### config.mk
export PLATFORM = sky130hd
export DESIGN_NAME = clock_mode_ctrl
export DESIGN_NICKNAME = d
export VERILOG_FILES = /design/src/rtl/clock_mode_ctrl.sv
export SDC_FILE = /design/constraint.sdc
export NUM_CORES = 1
export LEC_CHECK = 0
export ABC_CLOCK_PERIOD_IN_PS = 3200
export CORE_MARGIN = 4
export CORE_UTILIZATION = 49
export CTS_CLUSTER_DIAMETER = 100
export DETAILED_ROUTE_END_ITERATION = 8
export PLACE_DENSITY = 0.8
export SKIP_LAST_GASP = 1
export SLEW_MARGIN = 40
export SYNTH_ARGS = -nofsm -noshare
export SYNTH_HDL_FRONTEND = slang
export SYNTH_SLANG_ARGS = --single-unit
export TNS_END_PERCENT = 5
### constraint.sdc
create_clock -name clk -period 3.2 [get_ports clk]
set_input_delay 0.64 -clock clk [delete_from_list [all_inputs] [get_ports clk]]
set_output_delay 0.64 -clock clk [all_outputs]
set_load 0.1 [all_outputs]
### src/rtl/clock_mode_ctrl.sv
// clock_mode_ctrl
//   Mode sequencer for the MM:SS clock. It decodes the debounced buttons and
//   the adjust switch into RUN / PAUSE / ADJ_MIN / ADJ_SEC. It turns divider
//   ticks into increment strobes for the minute/second counter, and it
//   produces the digit blink mask for the seven-segment mux.
//
// Ports
//   clk         in   1  system clock (only clock in the block)
//   reset       in   1  synchronous, active-high reset
//   btn_pause   in   1  debounced pause button, level
//   btn_sel     in   1  debounced field-select button, level
//   adjust      in   1  adjust-mode switch, level
//   tick_run    in   1  1-cycle pulse at 1 Hz
//   tick_adj    in   1  1-cycle pulse at 2 Hz
//   tick_blink  in   1  1-cycle pulse at 4 Hz
//   sec_inc     out  1  1-cycle strobe: increment seconds
//   min_inc     out  1  1-cycle strobe: increment minutes
//   carry_en    out  1  1 = 59->00 seconds wrap carries into minutes
//   anode_mask  out  4  1 = force that anode off
//   mode        out  2  00 RUN, 01 PAUSE, 10 ADJ_MIN, 11 ADJ_SEC
module clock_mode_ctrl #(
  parameter int unsigned BLINK_TICKS = 1,
  parameter logic [3:0]  MIN_MASK    = 4'b1100,
  parameter logic [3:0]  SEC_MASK    = 4'b0011
) (
  input  logic       clk,
  input  logic       reset,
  input  logic       btn_pause,
  input  logic       btn_sel,
  input  logic       adjust,
  input  logic       tick_run,
  input  logic       tick_adj,
  input  logic       tick_blink,
  output logic       sec_inc,
  output logic       min_inc,
  output logic       carry_en,
  output logic [3:0] anode_mask,
  output logic [1:0] mode
);

  typedef enum logic [1:0] {
    ST_RUN     = 2'b00,
    ST_PAUSE   = 2'b01,
    ST_ADJ_MIN = 2'b10,
    ST_ADJ_SEC = 2'b11
  } state_e;

  localparam logic [3:0] BLINK_LIMIT = 4'(BLINK_TICKS);

  state_e     state_q, state_d;
  logic       pause_prev_q, sel_prev_q;
  logic       pause_press, sel_press;
  logic [3:0] blink_cnt_q, blink_cnt_d;
  logic       phase_q, phase_d;
  logic       adj_next;
  logic       sec_inc_q, sec_inc_d;
  logic       min_inc_q, min_inc_d;
  logic       carry_en_q, carry_en_d;
  logic [3:0] mask_q, mask_d;

  // One press per rising edge, however long the button is held.
  assign pause_press = btn_pause & ~pause_prev_q;
  assign sel_press   = btn_sel   & ~sel_prev_q;

  // Next-state: the adjust switch overrides any same-cycle press.
  always_comb begin
    state_d = state_q;
    unique case (state_q)
      ST_RUN: begin
        if (adjust)           state_d = ST_ADJ_MIN;
        else if (pause_press) state_d = ST_PAUSE;
      end
      ST_PAUSE: begin
        if (adjust)           state_d = ST_ADJ_MIN;
        else if (pause_press) state_d = ST_RUN;
      end
      ST_ADJ_MIN: begin
        if (!adjust)          state_d = ST_RUN;
        else if (sel_press)   state_d = ST_ADJ_SEC;
      end
      ST_ADJ_SEC: begin
        if (!adjust)          state_d = ST_RUN;
        else if (sel_press)   state_d = ST_ADJ_MIN;
      end
      default:                state_d = ST_RUN;
    endcase
  end

  // Blink counter/phase. Any entry into an adjust state (including a
  // MIN<->SEC switch) restarts at phase 0 so the selected field is visible
  // straight away. Outside the adjust states both are held cleared.
  always_comb begin
    adj_next    = (state_d == ST_ADJ_MIN) || (state_d == ST_ADJ_SEC);
    blink_cnt_d = blink_cnt_q;
    phase_d     = phase_q;
    if (!adj_next || (state_d != state_q)) begin
      blink_cnt_d = '0;
      phase_d     = 1'b0;
    end else if (tick_blink) begin
      if (blink_cnt_q + 4'd1 == BLINK_LIMIT) begin
        blink_cnt_d = '0;
        phase_d     = ~phase_q;
      end else begin
        blink_cnt_d = blink_cnt_q + 4'd1;
      end
    end
  end

  // Strobes follow the state of the tick cycle; carry_en and the mask are
  // registered from the next state so they line up with the mode output.
  always_comb begin
    sec_inc_d  = ((state_q == ST_RUN) && tick_run) ||
                 ((state_q == ST_ADJ_SEC) && tick_adj);
    min_inc_d  = (state_q == ST_ADJ_MIN) && tick_adj;
    carry_en_d = ~adj_next;
    mask_d     = '0;
    if (phase_d) begin
      if (state_d == ST_ADJ_MIN)      mask_d = MIN_MASK;
      else if (state_d == ST_ADJ_SEC) mask_d = SEC_MASK;
    end
  end

  always_ff @(posedge clk) begin
    if (reset) begin
      state_q      <= ST_RUN;
      pause_prev_q <= btn_pause;
      sel_prev_q   <= btn_sel;
      blink_cnt_q  <= '0;
      phase_q      <= 1'b0;
      sec_inc_q    <= 1'b0;
      min_inc_q    <= 1'b0;
      carry_en_q   <= 1'b1;
      mask_q       <= '0;
    end else begin
      state_q      <= state_d;
      pause_prev_q <= btn_pause;
      sel_prev_q   <= btn_sel;
      blink_cnt_q  <= blink_cnt_d;
      phase_q      <= phase_d;
      sec_inc_q    <= sec_inc_d;
      min_inc_q    <= min_inc_d;
      carry_en_q   <= carry_en_d;
      mask_q       <= mask_d;
    end
  end

  assign sec_inc    = sec_inc_q;
  assign min_inc    = min_inc_q;
  assign carry_en   = carry_en_q;
  assign anode_mask = mask_q;
  assign mode       = state_q;

endmodule

## Word-level counts from Yosys, hierarchy flattened

Cells that the tools add are included.

| operators by class | value |
|---|---|
| reduce and logical (&&, ||, !) cells | 11 |
| eq/ne operators | 7 |
| bitwise operators | 7 |
| muxes and demuxes | 15 |
| add/sub/neg operators | 1 |

Operators with widths:

| operator | number |
|---|---|
| 2-bit two-way mux | 9 |
| 2-bit equality test (second input constant) | 4 |
| 4-bit two-way mux | 2 |
| 2-bit one-hot mux with 4 select lines | 1 |
| 1-bit NOT | 5 |
| 4-bit by 1-bit adder with 4-bit output (second input constant) | 1 |
| 4-bit by 1-bit equality test with 1-bit output (second input constant) | 1 |
| 2-bit OR reduction | 2 |
| 1-bit logical AND | 3 |
| 1-bit logical OR | 3 |
| 1-bit two-way mux | 3 |
| 3-bit OR reduction | 1 |
| 1-bit bitwise AND | 2 |
| 2-bit by 1-bit equality test with 1-bit output (second input constant) | 1 |
| 2-bit logical NOT | 1 |
| 2-bit != test | 1 |
| 1-bit logical NOT | 1 |

| storage, ports and cells | value |
|---|---|
| logic and storage cells | 51 |
| bits in registers | 16 |

## Depth between registers and ports, before layout

| logic depth | value |
|---|---|
| word-level depth | 12 |
| depth in mapped cells | 6 |

## Worst setup path after synthesis

OpenSTA, ideal clock, no wires.

| timing path | value |
|---|---|
| path kind | register -> register |
| start | register state_q[1], in the netlist mode[1] |
| end | register mask_q[0], in the netlist anode_mask[0] |
| path slack | 1.146 ns |
| stages on the path, launching flop included | 6 |
| data required time | 3.141 ns |
| data arrival time | 1.995 ns |
| path through | dfxtp_1 nand2_2 or3_1 buf_6 nor4b_2 mux2_1 |

| on the way | value |
|---|---|
| longest elaborated chain between the ends | 10 |
| elaborated cells on any way between the ends | 23 |
| those cells by class | 6 x eq/ne; 11 x mux; 1 x bitwise; 5 x reduce/logical |

RTL lines:

| element | RTL line | RTL |
|---|---|---|
| from (decl) | 50 | `state_e state_q, state_d;` |
| from (signal assigned) | 135 | `state_q <= state_d;` |
| 2-bit two-way mux, on equally long branches (2 in series) | - |  |
| 2-bit one-hot mux with 4 select lines | 68 | `unique case (state_q)` |
| 2-bit equality test, on equally long branches | 93, 118, 119 |  |
| 1-bit logical OR | 93 | `adj_next = (state_d == ST_ADJ_MIN) \|\| (state_d == ST_ADJ_SEC);` |
| 1-bit logical NOT | 96 | `if (!adj_next \|\| (state_d != state_q)) begin` |
| 1-bit logical OR | 96 |  |
| 1-bit two-way mux | 96 |  |
| 1-bit NOT (no line) | - |  |
| 3-bit OR reduction (no line) | - |  |
| to (signal assigned) | 143 | `mask_q <= mask_d;` |
| to (decl) | 59 | `logic [3:0] mask_q, mask_d;` |

Parallel ways exist; a longest one is shown, timed or not.
A chain may end at the register's enable or synchronous reset.

## Final worst setup path

| timing path | value |
|---|---|
| start | input tick_blink |
| end | register phase_q |

| on the way | value |
|---|---|
| longest elaborated chain between the ends | 2 |

RTL lines:

| element | RTL line | RTL |
|---|---|---|
| from (decl) | 33 | `input logic tick_blink,` |
| 1-bit two-way mux | 99 | `end else if (tick_blink) begin` |
| 1-bit two-way mux | 96 |  |
| to (signal assigned) | 139 | `phase_q <= phase_d;` |
| to (decl) | 54 | `logic phase_q, phase_d;` |

Every way passes these cells.

==> results.txt <==
- Setup violations remaining at the end of the flow were counted as 0.
- Hold buffer count at CTS: 0
* Drt drc: 0
- Ratio of cells with drive above 1 in the final layout: 19.5%
- The slowest stage of the critical path is the clkdlybuf4s50_1 cell.
- For this run, the slowest stage of the critical path takes 600 ps.
- Together, buffers and inverters on the worst path number 1.
- Synthesis instantiated 28 different standard cells from the library.
- Hold endpoint: min_inc
- Via count of the first global-routing pass: 496
- Area grow syn2layout: 22.0%
- Maximum fanout count along the critical path: 7
- Worst-Skew Late Latency: 280 ps
* Avg Synthesized Cell Area: 8.96 sq um
- For this run, the register share of the synthesized area comes to 42.8%.
- The detailed router finished its first iteration with 13 violations.
* Power per unit of standard cell area: 419 nW/um^2
- Post-CTS setup buffer count: 0
- Number of nets in the synthesized netlist: 83
* Launching instance or port of the critical path: tick_blink
- Yosys reg bits: 14
- For the worst flop-to-flop path, the logic depth is 5.
- The worst path in the final design needs a cycle of 1940 ps, including I/O delays and setup.
- Standard-cell row count: 12
- Routability-driven placement finished with a final weighted congestion of 0.744.
- Via count normalized by instance count: 5.16
- TritonCTS built the clock tree.
- The synthesized netlist occupies a cell area of 654 sq um.
* Pin count of the biggest net entering global routing: 10
* Clk sinks: 14
- Longest Clk Path Bufs: 2
* Number of failing hold endpoints at the final stage: 0
- Path type of the worst min-delay path: reg2reg
- Headroom to the max-slew limit came out at 74.6%.
- Required time of the critical path: 3370 ps
- Startpoint of the lowest-slack hold path: mode[1]
* Routed length per instance: 12.1 um
- Number of gates resized after cts: 0
- CTS built an H-tree with a depth of 1.
- Kind of end point of the critical path: flop
* Max-slew violation total from the final report: 0
* WHS Path Cells: 2
- In this run the tool buffered the top-level ports with 16 buffer cells.
* Actual slew at the worst max-slew pin: 381 ps
- The setup check on the worst reg-to-reg path leaves a slack of 1440 ps.
* Largest clock skew in the final design: 0.980 ps
- Number of warnings issued by yosys: 0
* Final standard cell area without fillers: 798 sq um
* Boundary pin count: 17
- Based on the critical path, the design can be clocked at up to 515 MHz.
- Cell count after placement: 98
- Final hold slack: 555 ps
- 1st-pass router iterations: 4
- The flow ran to the end, and the final reports show no timing, DRC or antenna violations.
- Die W: 44.5 um
- The first global-routing pass estimated 2100 um of wire.
* HPWL reported at the end of detailed placement: 959 um
- Overall routed net length: 1230 um
- Summed over all layers, the global routing overflow is 0.
- TritonCTS Buffers: 3
- For the worst setup path, the data arrival time is 2110 ps.
- Vias after detailed routing: 521
- Placeable Area: 1190 sq um
- Reported max-cap violation count: 0
- For the final routed database, the setup TNS stands at 0 ps.
* Final worst path period share: 60.6%
- Placed inst area: 776 sq um
* Number of diodes: 0
* Clock tree root driver cell: clkbuf_4
- RSZ-0062 raised after global routing: no
* Tot GR Track Use: 14.6%
- Critical Path Start Type: input pin
- Final nets: 99
- For this design the static power due to leakage is 0.000312 uW.
- The initial antenna violation count came to 0.
- The worst-case IR drop observed on VDD is 0.254 mV.
- The critical path in this run is classified as in2reg.
- Family of cells with the greatest summed delay on the critical path: buffers and inverters
* Area of the die: 1980 sq um
- Non-filler instance count after layout: 101
- Synthesized netlist cell count: 73
- The initial utilization of the core area, before any placement, comes to 55.2%.
- In this run the vertical extent of the chip is 44.5 um.
- Post-route antenna net violation count: 0
* Cells traversed along the worst timing path: clkdlybuf4s50_1 -> nand2_1 -> o32ai_2 -> mux2_2
* CTS clk-pin slew, worst paths: 70 ps
- The worst register-to-register path begins at blink_cnt_q[0].
* Endpoint of the worst-slack reg-to-reg timing path: phase_q
flip-flops by register name, summed over array words and instances, names as in the netlist:
signal and cells:
pause_prev_q 1, min_inc 1, phase_q 1, sel_prev_q 1, anode_mask 2, blink_cnt_q 4, sec_inc 1, carry_en 1
mode 2
cells in the mapped netlist:
| library cell | instances | area, sq um |
|---|---|---|
| and2_1 | 1 | 6.26 |
| nor3_1 | 1 | 5.00 |
| or3_1 | 1 | 6.26 |
| a21oi_1 | 3 | 15.0 |
| mux2_2 | 1 | 11.3 |
| nand4_1 | 3 | 18.8 |
| nor4_1 | 1 | 6.26 |
| o21ai_0 | 1 | 5.00 |
| inv_1 | 4 | 15.0 |
| clkbuf_1 | 2 | 7.51 |
| mux2_1 | 1 | 11.3 |
| o32ai_2 | 1 | 16.3 |
| mux2i_1 | 2 | 20.0 |
| ha_1 | 2 | 25.0 |
| and2b_4 | 1 | 10.0 |
| buf_4 | 2 | 15.0 |
| dfxtp_1 | 14 | 280 |
| nand2b_1 | 2 | 12.5 |
| nand2_1 | 7 | 26.3 |
| nand3_1 | 3 | 15.0 |
| a2bb2oi_1 | 1 | 8.76 |
| buf_6 | 1 | 11.3 |
| nor4b_2 | 1 | 15.0 |
| nor2_1 | 10 | 37.5 |
| nor2b_1 | 2 | 12.5 |
| nand2_2 | 1 | 6.26 |
| xnor2_1 | 2 | 17.5 |
| xor2_1 | 2 | 17.5 |
how the worst max path moves through the flow:
| stage | cells after the start | slack [ps] | end |
|---|---|---|---|
| finish | 4 | 1260 | phase_q |
| global route | 4 | 1200 | phase_q |
| CTS | 4 | 1270 | phase_q |
| detailed placement | 4 | 970 | phase_q |
| global placement | 4 | 980 | phase_q |
| floorplan | 5 | 1150 | anode_mask[0] |
report_power, final:
group | switching, uW | leakage [uW] | internal (uW)
registers | 4.04 | 0.000115 | 179
logic | 35.9 | 0.000183 | 19.8
clock network | 52.3 | 0.0000138 | 43.7
total | 92.3 | 0.000312 | 242
worst register-to-register path: stages, from the launching register on:
cell and delay, ps:
dfxtp_1 430, ha_1 250, and2_1 160, a21oi_1 80, o32ai_2 350, mux2_2 380
through the flow:
stage          total power (uW)  worst slack, ps  util [%]
2_1_floorplan               226             1150         -
3_3_place_gp                242              978      65.4
3_5_place_dp                243              969      65.4
4_1_cts                     339             1270      67.3
5_1_grt                     348             1200      67.3
6_report                    335             1260      67.3
layer usage:
| layer | track usage [%] | part of all wire [%] |
|---|---|---|
| met5 | 0 | 0 |
| met4 | 3.61 | 1.1 |
| met3 | 6.10 | 6.9 |
| met2 | 25.8 | 47 |
| met1 | 15.9 | 45 |
layout by cell type (no fill, tap or decap), drive strengths merged, types with 2 or more instances in the layout:
cell type	Yosys	final
dfxtp	14	14
nor2	10	10
buf	3	9
nand2	8	8
clkdlybuf4s50	0	7
inv	4	4
nand3	3	3
a21oi	3	3
nand4	3	3
clkbuf	2	3
nor2b	2	2
xnor2	2	2
nand2b	2	2
xor2	2	2
mux2i	2	2
ha	2	2
mux2	2	2
area by class of cell:
class / instances / area [sq um]
Clock buffer: 3 / 22.5
Fill cell: 109 / 388
Inverter: 4 / 15.0
Multi-Input combinational cell: 50 / 325
Sequential cell: 14 / 280
Tap cell: 14 / 17.5
Timing Repair Buffer: 16 / 138
logic make-up after synthesis:
family / count (synthesis) / share of synthesized area, %
simple gates: 34 / 27.2
buf+inv: 9 / 7.46
compound gates: 6 / 6.88
fa+ha+maj: 2 / 3.82
flops: 14 / 42.8
xor+xnor: 4 / 5.35
mux: 4 / 6.50
No activity file was read; power rests on OpenSTA's default activity.
